File: src/rtl/tlvds_ddr_rx.sv
`default_nettype none
// ============================================================================
// Module   : tlvds_ddr_rx
// Brief    : DDR serial receiver with sync-word framing (hunt/verify/lock).
// Revision : 1.0
// ============================================================================
module tlvds_ddr_rx #(
  parameter logic [7:0] SYNC_WORD  = 8'hBC,
  parameter int         FRAME_LEN  = 16,
  parameter int         LOCK_COUNT = 2,
  parameter int         MISS_LIMIT = 3
) (
  input  logic       clk,
  input  logic       rst,
  input  logic       tlvds_p,
  input  logic       tlvds_n,
  output logic [7:0] data_out,
  output logic       data_valid,
  output logic       sof,
  output logic       locked,
  output logic       sync_err
);

  typedef enum logic [1:0] {
    S_HUNT   = 2'd0,
    S_VERIFY = 2'd1,
    S_LOCKED = 2'd2
  } state_t;

  localparam logic [7:0] c_LAST_SLOT = 8'(FRAME_LEN - 1);
  localparam logic [7:0] c_LOCK_CNT  = 8'(LOCK_COUNT);
  localparam logic [7:0] c_MISS_LIM  = 8'(MISS_LIMIT);

  // Differential input buffer and IDDR: Q0 is the bit sampled on the falling
  // edge (earlier), Q1 the bit sampled on the following rising edge (later).
  logic w_rx;
  logic r_neg, r_q0, r_q1;

  assign w_rx = tlvds_p & ~tlvds_n;

  always_ff @(negedge clk or posedge rst) begin
    if (rst) r_neg <= 1'b0;
    else     r_neg <= w_rx;
  end

  state_t     r_state, w_state;
  logic [8:0] r_sr;
  logic       r_offset, w_offset;
  logic [1:0] r_phase, w_phase;
  logic [7:0] r_bcnt, w_bcnt;
  logic [7:0] r_vcnt, w_vcnt;
  logic [7:0] r_mcnt, w_mcnt;
  logic [7:0] w_dout;
  logic       w_dv, w_sof, w_err;
  logic [7:0] w_byte, w_slot;
  logic       w_bnd, w_match;

  always_ff @(posedge clk or posedge rst) begin
    if (rst) begin
      r_q0       <= 1'b0;
      r_q1       <= 1'b0;
      r_sr       <= '0;
      r_state    <= S_HUNT;
      r_offset   <= 1'b0;
      r_phase    <= '0;
      r_bcnt     <= '0;
      r_vcnt     <= '0;
      r_mcnt     <= '0;
      data_out   <= '0;
      data_valid <= 1'b0;
      sof        <= 1'b0;
      sync_err   <= 1'b0;
    end else begin
      r_q0       <= r_neg;
      r_q1       <= w_rx;
      r_sr       <= {r_sr[6:0], r_q0, r_q1};
      r_state    <= w_state;
      r_offset   <= w_offset;
      r_phase    <= w_phase;
      r_bcnt     <= w_bcnt;
      r_vcnt     <= w_vcnt;
      r_mcnt     <= w_mcnt;
      data_out   <= w_dout;
      data_valid <= w_dv;
      sof        <= w_sof;
      sync_err   <= w_err;
    end
  end

  always_comb begin
    w_state  = r_state;
    w_offset = r_offset;
    w_phase  = r_phase + 2'd1;
    w_vcnt   = r_vcnt;
    w_mcnt   = r_mcnt;
    w_dout   = data_out;
    w_dv     = 1'b0;
    w_sof    = 1'b0;
    w_err    = 1'b0;
    w_byte   = r_offset ? r_sr[8:1] : r_sr[7:0];
    w_match  = (w_byte == SYNC_WORD);
    w_bnd    = (r_phase == 2'd3);
    w_slot   = (r_bcnt == c_LAST_SLOT) ? 8'd0 : r_bcnt + 8'd1;
    w_bcnt   = w_bnd ? w_slot : r_bcnt;

    case (r_state)
      S_HUNT: begin
        w_phase = '0;
        w_bcnt  = '0;
        w_vcnt  = '0;
        w_mcnt  = '0;
        // Both alignments may match at once; the Q1-ending window takes priority.
        if (r_sr[7:0] == SYNC_WORD) begin
          w_offset = 1'b0;
          w_state  = S_VERIFY;
        end else if (r_sr[8:1] == SYNC_WORD) begin
          w_offset = 1'b1;
          w_state  = S_VERIFY;
        end
      end
      S_VERIFY: begin
        if (w_bnd && w_slot == 8'd0) begin
          if (!w_match) begin
            w_state = S_HUNT;
            w_vcnt  = '0;
          end else if (r_vcnt + 8'd1 == c_LOCK_CNT) begin
            w_state = S_LOCKED;
            w_vcnt  = '0;
            w_mcnt  = '0;
          end else begin
            w_vcnt = r_vcnt + 8'd1;
          end
        end
      end
      S_LOCKED: begin
        if (w_bnd) begin
          if (w_slot == 8'd0) begin
            if (w_match) begin
              w_mcnt = '0;
            end else begin
              w_err = 1'b1;
              if (r_mcnt + 8'd1 == c_MISS_LIM) begin
                w_state = S_HUNT;
                w_mcnt  = '0;
              end else begin
                w_mcnt = r_mcnt + 8'd1;
              end
            end
          end else begin
            w_dv   = 1'b1;
            w_dout = w_byte;
            w_sof  = (w_slot == 8'd1);
          end
        end
      end
      default: w_state = S_HUNT;
    endcase
  end

  assign locked = (r_state == S_LOCKED);

endmodule
`default_nettype wire

File: config.mk
export PLATFORM = sky130hd
export DESIGN_NAME = tlvds_ddr_rx
export DESIGN_NICKNAME = d
export VERILOG_FILES = /design/src/rtl/tlvds_ddr_rx.sv
export SDC_FILE = /design/constraint.sdc
export NUM_CORES = 1
export LEC_CHECK = 0
export BUFFER_PORTS_ARGS = -buffer_cell sky130_fd_sc_hd__buf_2
export CAP_MARGIN = 30
export CORE_UTILIZATION = 60
export CTS_CLUSTER_DIAMETER = 120
export DETAILED_ROUTE_END_ITERATION = 10
export PLACE_DENSITY_LB_ADDON = 0.08
export SYNTH_ARGS = -nofsm -noshare
export SYNTH_HDL_FRONTEND = slang
export SYNTH_SLANG_ARGS = --single-unit
File: constraint.sdc
create_clock -name clk -period 2.5 [get_ports clk]
set_input_delay 0.125 -clock clk [delete_from_list [all_inputs] [get_ports clk]]
set_output_delay 0.125 -clock clk [all_outputs]
set_load 0.005 [all_outputs]
==> metrics.md, run 1 <==
| Metric | Value |
|---|---|
| Port buffer count | `15` |
| Power Total | `about 1400 µW` |
| Clock sink count | `52` |
| Vias | `2141` |
| Die Wd | `70.1 µm` |
| Layout cells sized above 1 | `17.5%` |
| Die ar. | `4910 µm²` |
| Critical Path RT | `~2.8 ns` |
| Syn Inst Count | `289` |
| Detailed-route vias per instance | `5.93` |
| 1st-pass router iterations | `4` |
| Area growth, synth to finish | `9.40%` |
| Min Tclk post-route | `2.24 ns` |
| RSZ-0062 raised after global routing | `false` |
| Comb power frac | `3.3%` |
| Hold slack | `0.0272 ns` |
| Hold WC Path Type | `input pin to asynchronous set/reset pin` |
| Final wirelength | `5.04 mm` |
| All-Layer GR Usage | `a little under a quarter` |
| Internal power | `between 1000 and 1500 µW` |
| Initial DRC count | `143` |
| Core box area | `4410 µm²` |
| Hpwl dp | `3.52 mm` |
| Layout Cells excl Fill | `361` |
| Syn_nets | `300` |
| Initial antenna violation count | `0` |
| CTS Buffer Depth | `2` |
| Kind of critical path | `register to register` |
| Syn Std Cell Area | `2780 µm²` |
| Max-slew violation count | `0` |
| Delay of the slowest cell on the worst path | `roughly 0.46 ns` |
| Synth Warn # | `0` |
| Worst vdd ir | `approximately 0.43 mV` |
| Switching fraction of total power | `24.3%` |
| GR Overflow Total | `0` |
| Setup violators final | `0` |
| Post-DRT Antenna Nets | `0` |
| Global-route wire length before repair | `9.05 mm` |
| Setup TNS | `0 ns` |
| Rows | `24` |
| Post-synth EDFFs | `0` |
| Wirelength per Cell | `14.0 µm` |
| Clock skew | `between 0.01 and 0.015 ns` |
| Depth of the CTS H-tree | `2` |
| Die Span Y | `70.1 µm` |
| Post-CTS Resized | `0` |
| Cell area power density | `around 470 nW/µm²` |
| CTS root buffer | `clkbuf_8` |
| Critical path peak fanout | `6` |
| Antenna diodes | `0` |
| CP Data Arrival Time | `~2.5 ns` |
| Final Hold Vio Count | `0` |
| CP endpoint kind | `register` |
| Top_reg_cell synth | `dfrtp_1` |
| Vias in the first global route | `2032` |
| CP Launch Type | `register` |
| CP max-delay cell | `or3_1` |
| Crit path cell chain | `nor4b_4 -> o221ai_2 -> or3_1 -> a31o_1 -> or4_1 -> nand2_1` |
| Initial cell density of the core | `63.0%` |
| F_max | `0.446 GHz` |
| DR DRC count | `0` |
| Seq/Total Area, Yosys | `46.8%` |
| Final design utilization | `between 60 and 70%` |
| Num CTS Buffers | `5` |
| Clock slew at reported path FFs | `~0.10 ns` |
| #FFs+latches synth | `52` |
| Clock latency on the worst-skew pair | `~0.31 ns` |
| Cell variety after synth | `52` |
| Post-synth ARST share | `100%` |
| TritonCTS clock tree | `done` |
| Max-cap violations | `0` |
| DP Cell Count | `352` |
| Area leader, netlist | `dfrtp_1` |
| LEAKAGE | `0.00137 µW` |
| Net Switching | `345 µW` |
| Tcrit/Tclk final | `89.6%` |
| Final net count | `roughly 320` |
| Number of I/O pins | `16` |
| Outcome | `complete, no violations` |
| FILL cells | `approximately 340` |
| Clock network power share | `35.7%` |
| Largest net degree at the start of global routing | `52` |
| Leading post-synthesis cells by cell area | `dfrtp_1, nor2_1, mux2i_1, o21ai_0, ha_1` |
| Syn_area_per_cell | `9.63 µm²` |
| Slew headroom | `approximately 58%` |
| Worst-Margin Slew | `0.623 ns` |
| Top-area cell type share of the netlist area | `45.9%` |
| Gpl congestion | `0.872` |
| Sequential power share | `between 60 and 70%` |
==> routing by layer <==
metal | part of all wire (%) | vias to the layer above | GRT usage [%]
li1 | - | 1083 | -
met1 | 49 | 1012 | 32.3
met2 | 46 | 41 | 36.2
met3 | 3.4 | 5 | 4.47
met4 | 1.2 | 0 | 8.44
met5 | 0 | - | 0
==> stage by stage <==
step                      instance area [µm²]  setup slack [ns]
final                                    3040             0.259
after global routing                     3040            0.0194
after CTS                                3040             0.250
after detailed placement                 2940             0.269
after global placement                   2940             0.335
after floorplan                          2790             0.291
==> placed cells by master (no fill, tap or decap), drive strengths merged, types with 3 or more instances in the layout <==
cell type	netlist	layout
xor2	5	5
xnor2	5	5
and3	9	9
nand2	16	16
nand4	6	6
nand3	13	13
dfrtp	51	51
mux2i	11	11
nor3	9	9
clkbuf	10	5
a21oi	17	17
or3	6	6
buf	7	28
o21ai	21	21
ha	7	7
nor2	32	32
nor4	4	4
or3b	4	4
and2	4	4
o31ai	7	7
inv	9	10
a31oi	3	3
==> cell type report <==
cell class	instances	area (µm²)	area share, %
clock buffer	5	68.8	2.26
tap	52	65.1	2.14
inverter	9	37.5	1.23
multi-input combinational	211	1360	44.8
clock inverter	3	25.0	0.822
sequential	52	1300	42.7
timing repair buffer	29	183	6.00
==> worst max-delay path, delay by kind of cell, from the launching register on <==
kind / cells / cell delay [ns]
AO/OA/AOI/OAI: 2 / 0.49
flip-flops: 1 / 0.44
AND/OR/NAND/NOR: 4 / 1.25
==> sequential cells by signal, summed over array words and instances (netlist names), 2 cells and up <==
name,cells
r_mcnt,8
r_sr,9
data_out,8
r_phase,2
r_state,2
r_bcnt,8
r_vcnt,8
==> power by group through the flow <==
| stage | Combinational, µW | Sequential [µW] | Clock [µW] |
|---|---|---|---|
| floorplan | 33.4 | 878 | 0 |
| global placement | 47.7 | 881 | 0 |
| detailed placement | 47.9 | 881 | 0 |
| CTS | 49.0 | 865 | 517 |
| global route | 54.3 | 867 | 542 |
| finish | 47.3 | 865 | 507 |
==> path summary, 6_finish.rpt <==
path | depth (start not counted) | slack [ns] | startpoint | to
setup / recovery | 6 | 0.26 | r_sr[0] | r_vcnt[0]
hold / removal | 3 | 0.03 | rst | data_out[3]
setup reg to reg | 6 | 0.26 | r_sr[0] | r_vcnt[0]
hold reg to reg | 0 | 0.36 | r_q1 | r_sr[0]
max in group asynchronous | 2 | 1.56 | rst | r_neg
min in group clk | 2 | 0.06 | tlvds_p | r_q1
==> synth_stat cells (all sizes together) (6+ instances only) <==
cell and instances:
a21oi 17, and3 9, buf 7, clkbuf 10
dfrtp 51, ha 7, inv 9, mux2i 11
nand2 16, nand3 13, nand4 6, nor2 32
nor3 9, o21ai 21, o31ai 7, or3 6
==> repair_timing <==
action,in CTS,in global routing
hold buffers,1,0
buffers inserted,0,0
endpoints found under the hold margin,1,0
==> kinds of logic (layout without fill, tap and decap cells) <==
logic type | Yosys count | in the layout | synth area share (%)
and+or+nand+nor | 119 | 119 | 23.8
AOI/OAI and AO/OA | 62 | 62 | 14.1
DFF | 52 | 52 | 46.8
buffers and inverters | 26 | 46 | 4.23
muxes | 13 | 13 | 4.77
xor gates and xnor gates | 10 | 10 | 3.15
adders and majority gates | 7 | 7 | 3.15
Power figures use the tool's default switching activity.
==> run 2: changes to the inputs <==
- ABC_AREA: unset -> 1
==> metrics.md, run 2 <==
| Metric | Value |
|---|---|
| Hpwl dp | `4.09 mm (+16%)` |
| Rows | `24 (unchanged)` |
| Worst vdd ir | `0.474 mV (+11%)` |
| CTS Buffer Depth | `2 (unchanged)` |
| Top reg by flops | `r_sr` |
| Tcrit/Tclk final | `85.7% (-4.0 points)` |
| Max-cap violations | `0 (unchanged)` |
| Final net count | `401 (+26%)` |
| 1st-pass router iterations | `4 (unchanged)` |
| Critical path peak fanout | `17 (+11)` |
| CP endpoint kind | `register` |
| Detailed-route vias per instance | `5.37 (-9.5%)` |
| Max-slew violation count | `0 (unchanged)` |
| Leading post-synthesis cells by cell area | `dfrtp_1, nand2_1, inv_1, nor2_1, nand3_1` |
| RSZ-0062 raised after global routing | `false` |
| Port buffer count | `15 (unchanged)` |
| All-Layer GR Usage | `25.0% (+1.8 points)` |
| Min Tclk post-route | `2.14 ns (-0.0992 ns)` |
| CP Launch Type | `register` |
| Die ar. | `4880 µm² (-0.70%)` |
| Worst R2R End | `r_mcnt[2]` |
| Kind of critical path | `register to register` |
| Critical Path RT | `2.75 ns (about the same)` |
| CTS root buffer | `clkbuf_8` |
| Area growth, synth to finish | `9.83%` |
| Clock slew at reported path FFs | `0.09 ns (about the same)` |
| Clock latency on the worst-skew pair | `0.31 ns (about the same)` |
| Seq/Total Area, Yosys | `47.1% (+0.34 points)` |
| Gpl congestion | `0.905 (+3.8%)` |
| Number of setup buffers added after CTS | `0 (unchanged)` |
| Post-synth ARST share | `100% (unchanged)` |
| Die Wd | `69.9 µm (-0.35%)` |
| Initial antenna violation count | `0 (unchanged)` |
| Commonest non-fill, non-tap cell in the layout | `nand2_1` |
| Top_reg_cell synth | `dfrtp_1` |
| Antenna diodes | `0 (unchanged)` |
| Cell variety after synth | `28 (-46%)` |
| FILL cells | `372 (+8.8%)` |
| Global-route wire length before repair | `9.78 mm (+8.0%)` |
| Vias | `2379 (+11%)` |
| Final Hold Vio Count | `0 (unchanged)` |
| Number of I/O pins | `16 (unchanged)` |
| GR Overflow Total | `0 (unchanged)` |
| Area of the multi-input gates | `1260 µm² (-7.8%)` |
| Post-synth EDFFs | `0 (unchanged)` |
| Largest net degree at the start of global routing | `52 (unchanged)` |
| Setup violators final | `0 (unchanged)` |
| Most frequent cell after synthesis | `nand2_1` |
| Syn Inst Count | `368 (+27%)` |
| Initial cell density of the core | `63.0% (about the same)` |
| DR DRC count | `0 (unchanged)` |
| Initial DRC count | `224 (+57%)` |
| Hold slack | `0.0601 ns (+0.0329 ns)` |
| TritonCTS clock tree | `done` |
| R2R Setup Slk | `0.36 ns (+0.10 ns)` |
| Area leader, netlist | `dfrtp_1` |
| Max reg flops | `9 (unchanged)` |
| Vias in the first global route | `2284 (+12%)` |
| Depth of the CTS H-tree | `2 (unchanged)` |
| Num CTS Buffers | `5 (unchanged)` |
| Design area | `3030 µm² (-0.33%)` |
| Die Span Y | `69.9 µm (-0.35%)` |
| Final wirelength | `5.55 mm (+10%)` |
| Syn_nets | `379 (+26%)` |
| #FFs+latches synth | `52 (unchanged)` |
| F_max | `0.467 GHz (+4.6%)` |
| Synth Warn # | `0 (unchanged)` |
| Dpl cell area | `2900 µm² (-1.4%)` |
| Clock skew | `0.00888 ns (-0.00184 ns)` |
| Reg2reg start | `r_offset` |
| Syn_area_per_cell | `7.51 µm² (-22%)` |
| LEAKAGE | `0.00153 µW (+11%)` |
| Register Area | `1300 µm² (unchanged)` |
| Worst R2R Path Depth | `9 (+3)` |
| Core box area | `4380 µm² (-0.68%)` |
| Worst-Margin Slew | `0.628 ns (+0.00542 ns)` |
| Cell area power density | `635 nW/µm² (+36%)` |
| Clock sink count | `52 (unchanged)` |
| Hold WC Path Type | `input pin to asynchronous set/reset pin` |
| Slew headroom | `58.1% (-0.21 points)` |
| CP Data Arrival Time | `2.39 ns (-0.10 ns)` |
| Post-DRT Antenna Nets | `0 (unchanged)` |
| Layout cells sized above 1 | `9.97% (-7.5 points)` |
| Wirelength per Cell | `12.5 µm (-10%)` |
| Syn Std Cell Area | `2760 µm² (-0.72%)` |
| Commonest cells post-synth | `nand2_1, dfrtp_1, inv_1` |
| Top-area cell type share of the netlist area | `46.2% (+0.33 points)` |
| Most frequent cells in the layout | `nand2_1, dfrtp_1, inv_1` |
| Outcome | `complete, no violations` |
| Setup TNS | `0 ns (unchanged)` |
## run 2: cell type report
cell class,count,area share (%)
clock buffers,7,3.18
well taps,52,2.14
repair buffers,17,3.05
multi-input cells,264,41.4
flip-flops and latches,52,42.9
clock inverters,1,0.990
inverters,50,6.31
## run 2: routing by layer
metal  up-vias  wire, µm  global-route usage [%]
met4         0        66                    7.33
met3         8       278                    5.05
met2        66      2740                    42.7
met1      1091      2470                    32.2
met5         -         0                       0
li1       1214         -                       -
## run 2: worst max path at each step
| stage | startpoint | end | slack [ns] | cells past startpoint |
|---|---|---|---|---|
| after global routing | r_offset | r_mcnt[2] | 0.19 | 9 |
| after detailed placement | r_offset | r_mcnt[2] | 0.39 | 9 |
| after CTS | r_offset | r_mcnt[2] | 0.36 | 9 |
| after global placement | r_offset | r_mcnt[4] | 0.52 | 9 |
| after floorplan | rst | r_neg | 0.69 | 1 |
| final | r_offset | r_mcnt[2] | 0.36 | 9 |
## run 2: worst max-delay path: stages (launching register included)
cell and delay, ns:
dfrtp_1 0.55, o21ai_0 0.48, nand2_1 0.14, nor2_2 0.17, nand3_2 0.12, o21ai_2 0.20, nand2_4 0.15, nor2_8 0.15
nand2_1 0.07, nand2_1 0.06
## run 2: per-stage QoR
| stage | utilization [%] | worst slack [ns] | power, µW | std cells |
|---|---|---|---|---|
| detailed placement | 66.1 | 0.388 | 1310 | 434 |
| finish | 69.2 | 0.358 | 1930 | 443 |
| CTS | 69.2 | 0.362 | 1940 | 443 |
| floorplan | - | 0.690 | 1220 | 368 |
| global route | 69.2 | 0.192 | 2020 | 443 |
| global placement | 66.1 | 0.517 | 1310 | 434 |
## run 2: cell families (layout without fill, tap and decap cells)
logic type,count (synthesis),after routing,share of synthesized area [%]
flip-flops,52,52,47.1
adder cells (fa/ha/maj),7,7,3.17
buffers and inverters,52,75,7.38
XOR/XNOR,1,1,0.317
AND/OR/NAND/NOR,217,217,33.9
AO/OA/AOI/OAI,39,39,8.11
## run 2: power breakdown
group | internal (µW) | leakage (µW) | switching (µW) | total (µW)
Clock | 353 | 0.0000645 | 270 | 623
Sequential | 891 | 0.000706 | 50.9 | 942
Combinational | 94.2 | 0.000756 | 267 | 361
Total | 1340 | 0.00153 | 588 | 1930
## run 2: repair_timing
| item | 4_1_cts | 5_1_grt |
|---|---|---|
| resized for setup | 0 | 0 |
| hold endpoints to repair | 1 | 0 |
| hold buffers | 1 | 0 |
==> run 3: changes to the inputs <==
- clock period: 2.5 -> 2.3 ns (I/O delays scaled with it)
==> metrics.md, run 3 (same netlist as run 2, synthesis figures left out) <==
| Metric | Value |
|---|---|
| Initial cell density of the core | `63.0% (unchanged)` |
| Worst path depth | `13 (+4)` |
| Hold slack | `0.0183 ns (-0.0418 ns)` |
| Sequential power share | `50.2% (+1.3 points)` |
| TritonCTS clock tree | `done` |
| Most frequent cells in the layout | `nand2_1, dfrtp_1, inv_1` |
| 1st-pass router iterations | `4 (unchanged)` |
| Hold WC Path Type | `input pin to asynchronous set/reset pin` |
| CP endpoint kind | `register` |
| CP Capture Point | `r_mcnt[3]` |
| Detailed-route vias per instance | `5.36 (-0.16%)` |
| Number of I/O pins | `16 (unchanged)` |
| Die Wd | `69.9 µm (unchanged)` |
| CP delay by family, top | `simple AND/OR/NAND/NOR gates` |
| GR Util met1 | `33.8% (+1.5 points)` |
| Final net count | `403 (+0.50%)` |
| Worst R2R End | `r_mcnt[3]` |
| Die ar. | `4880 µm² (unchanged)` |
| DR DRC count | `0 (unchanged)` |
| Setup violators final | `0 (unchanged)` |
| Depth of the CTS H-tree | `2 (unchanged)` |
| Vias | `2386 (+0.29%)` |
| Layout Cells excl Fill | `445 (+0.45%)` |
| Commonest non-fill, non-tap cell in the layout | `nand2_1` |
| All-Layer GR Usage | `24.9% (-0.18 points)` |
| Critical path peak fanout | `10 (-7)` |
| Switching fraction of total power | `31.4% (+0.92 points)` |
| Final design utilization | `69.1% (-0.086 points)` |
| Critical Path RT | `2.55 ns (-0.20 ns)` |
| Max reg flops | `9 (unchanged)` |
| Num CTS Buffers | `5 (unchanged)` |
| Wirelength per Cell | `12.2 µm (-2.5%)` |
| CTS Buffer Depth | `2 (unchanged)` |
| Crit path cell chain | `ha_1 -> nand2_1 -> clkinv_1 -> nand3_1 -> nand3_1 -> nand2_1 -> nor2_4 -> nand3_2 -> nand2_1 -> nand2_4 -> nor2_8 -> nand2_1 -> nand2_1` |
| Clock latency on the worst-skew pair | `0.31 ns (about the same)` |
| GR Overflow Total | `0 (unchanged)` |
| Antenna diodes | `0 (unchanged)` |
| CP Launch Type | `register` |
| F_max | `0.496 GHz (+6.2%)` |
| Kind of critical path | `register to register` |
| Initial antenna violation count | `0 (unchanged)` |
| Die Span Y | `69.9 µm (unchanged)` |
| Port buffer count | `15 (unchanged)` |
| Post-DRT Antenna Nets | `0 (unchanged)` |
| R2R Setup Slk | `0.28 ns (-0.08 ns)` |
| Internal power | `1410 µW (+5.0%)` |
| Clock network power share | `30.1% (-2.2 points)` |
| Worst-Margin Slew | `0.619 ns (-0.00950 ns)` |
| Tcrit/Tclk final | `87.7% (+2.1 points)` |
| Outcome | `complete, no violations` |
| Initial DRC count | `180 (-20%)` |
| Area growth, synth to finish | `9.69%` |
| Clock sink count | `52 (unchanged)` |
| Net Switching | `644 µW (+9.7%)` |
| Worst vdd ir | `0.379 mV (-20%)` |
| CP Data Arrival Time | `2.26 ns (-0.13 ns)` |
| Comb power frac | `19.7% (+0.9 points)` |
| Setup crit start | `r_bcnt[1]` |
| Reg2reg start | `r_bcnt[1]` |
| Clock slew at reported path FFs | `0.09 ns (about the same)` |
| Clock skew | `0.00614 ns (-0.00274 ns)` |
| Layout cells sized above 1 | `10.2% (+0.20 points)` |
| Min Tclk post-route | `2.02 ns (-0.124 ns)` |
| Global-route wire length before repair | `9.80 mm (+0.21%)` |
| Cell area power density | `677 nW/µm² (+6.6%)` |
| CP bufs+invs | `1 (+1)` |
| Top reg by flops | `r_sr` |
| Largest net degree at the start of global routing | `52 (unchanged)` |
| DP Cell Count | `436 (+0.46%)` |
| GR Util met3 | `5.48% (+0.43 points)` |
| Core box area | `4380 µm² (unchanged)` |
| CP most frequent cell | `nand2_1` |
| Busiest grt layer | `met2` |
| Worst R2R Path Depth | `13 (+4)` |
| Delay of the slowest cell on the worst path | `0.40 ns (-0.15 ns)` |
| Rows | `24 (unchanged)` |
| Max-cap violations | `0 (unchanged)` |
| RSZ-0062 raised after global routing | `false` |
| CTS root buffer | `clkbuf_8` |
| Gpl congestion | `0.911 (+0.71%)` |
| CP max-delay cell | `dfrtp_1` |
| Final wirelength | `5.44 mm (-2.1%)` |
| LEAKAGE | `0.00153 µW (about the same)` |
| M2 GR Usage | `40.5% (-2.2 points)` |
| Final Hold Vio Count | `0 (unchanged)` |
| Setup TNS | `0 ns (unchanged)` |
| Vias in the first global route | `2274 (-0.44%)` |
| Slew headroom | `58.8% (+0.63 points)` |
| Hpwl dp | `3.98 mm (-2.6%)` |
| Max-slew violation count | `0 (unchanged)` |
[run 3: changes by cell type in the layout (fill, tap and decap cells not counted)]
cell | previous run | this run
buf_4 | 1 | 3
clkbuf_8 | 7 | 5
clkbuf_1 | 0 | 1
clkinv_2 | 0 | 1
[run 3: final cells by class]
class                      instances  area [µm²]
inverter                          50         191
multi-input combinational        264        1260
timing repair buffer              19         108
tap                               52        65.1
clock inverter                     2        35.0
sequential                        52        1300
fill                             365        1350
clock buffer                       6        72.6
[run 3: how the worst min path moves through the flow]
stage	startpoint	endpoint	slack [ns]	depth (start not counted)
floorplan	rst	data_out[0]	0.17	1
global placement	tlvds_n	r_q1	0.30	2
detailed placement	tlvds_n	r_q1	0.30	2
CTS	tlvds_p	r_q1	0.01	3
global route	tlvds_p	r_q1	0.01	3
finish	rst	data_out[6]	0.02	3
[run 3: power groups by stage]
stage	combinational [µW]	sequential, µW	clock (µW)
finish	404	1030	618
global placement	393	1040	0
global route	464	1040	671
CTS	405	1030	641
detailed placement	404	1040	0
floorplan	304	1030	0
[run 3: stage by stage]
stage	power (µW)	setup slack, ns	cell area (µm²)
after floorplan	1330	0.586	2770
after global placement	1430	0.344	2910
after CTS	2070	0.285	3030
after global routing	2170	0.0659	3030
after detailed placement	1450	0.307	2910
final	2050	0.283	3030
[run 3: per-layer routing]
layer | routed length [µm] | part of all wire, %
met1 | 2530 | 47
met3 | 222 | 4.1
met2 | 2630 | 48
met4 | 54 | 0.99
met5 | 0 | 0
[run 3: repair_timing]
action | in CTS | in global routing
endpoints found under the hold margin | 1 | 0
endpoints found under the setup margin | 0 | 0
hold buffers | 1 | 0
setup buffers | 0 | 0
resized for setup | 0 | 0
[run 3: worst register-to-register path, delay by kind of cell, from the launching register on]
kind	cells	cell delay, ns
adders and majority gates	1	0.21
buffers and inverters	1	0.09
DFF	1	0.40
and+or+nand+nor	11	1.26
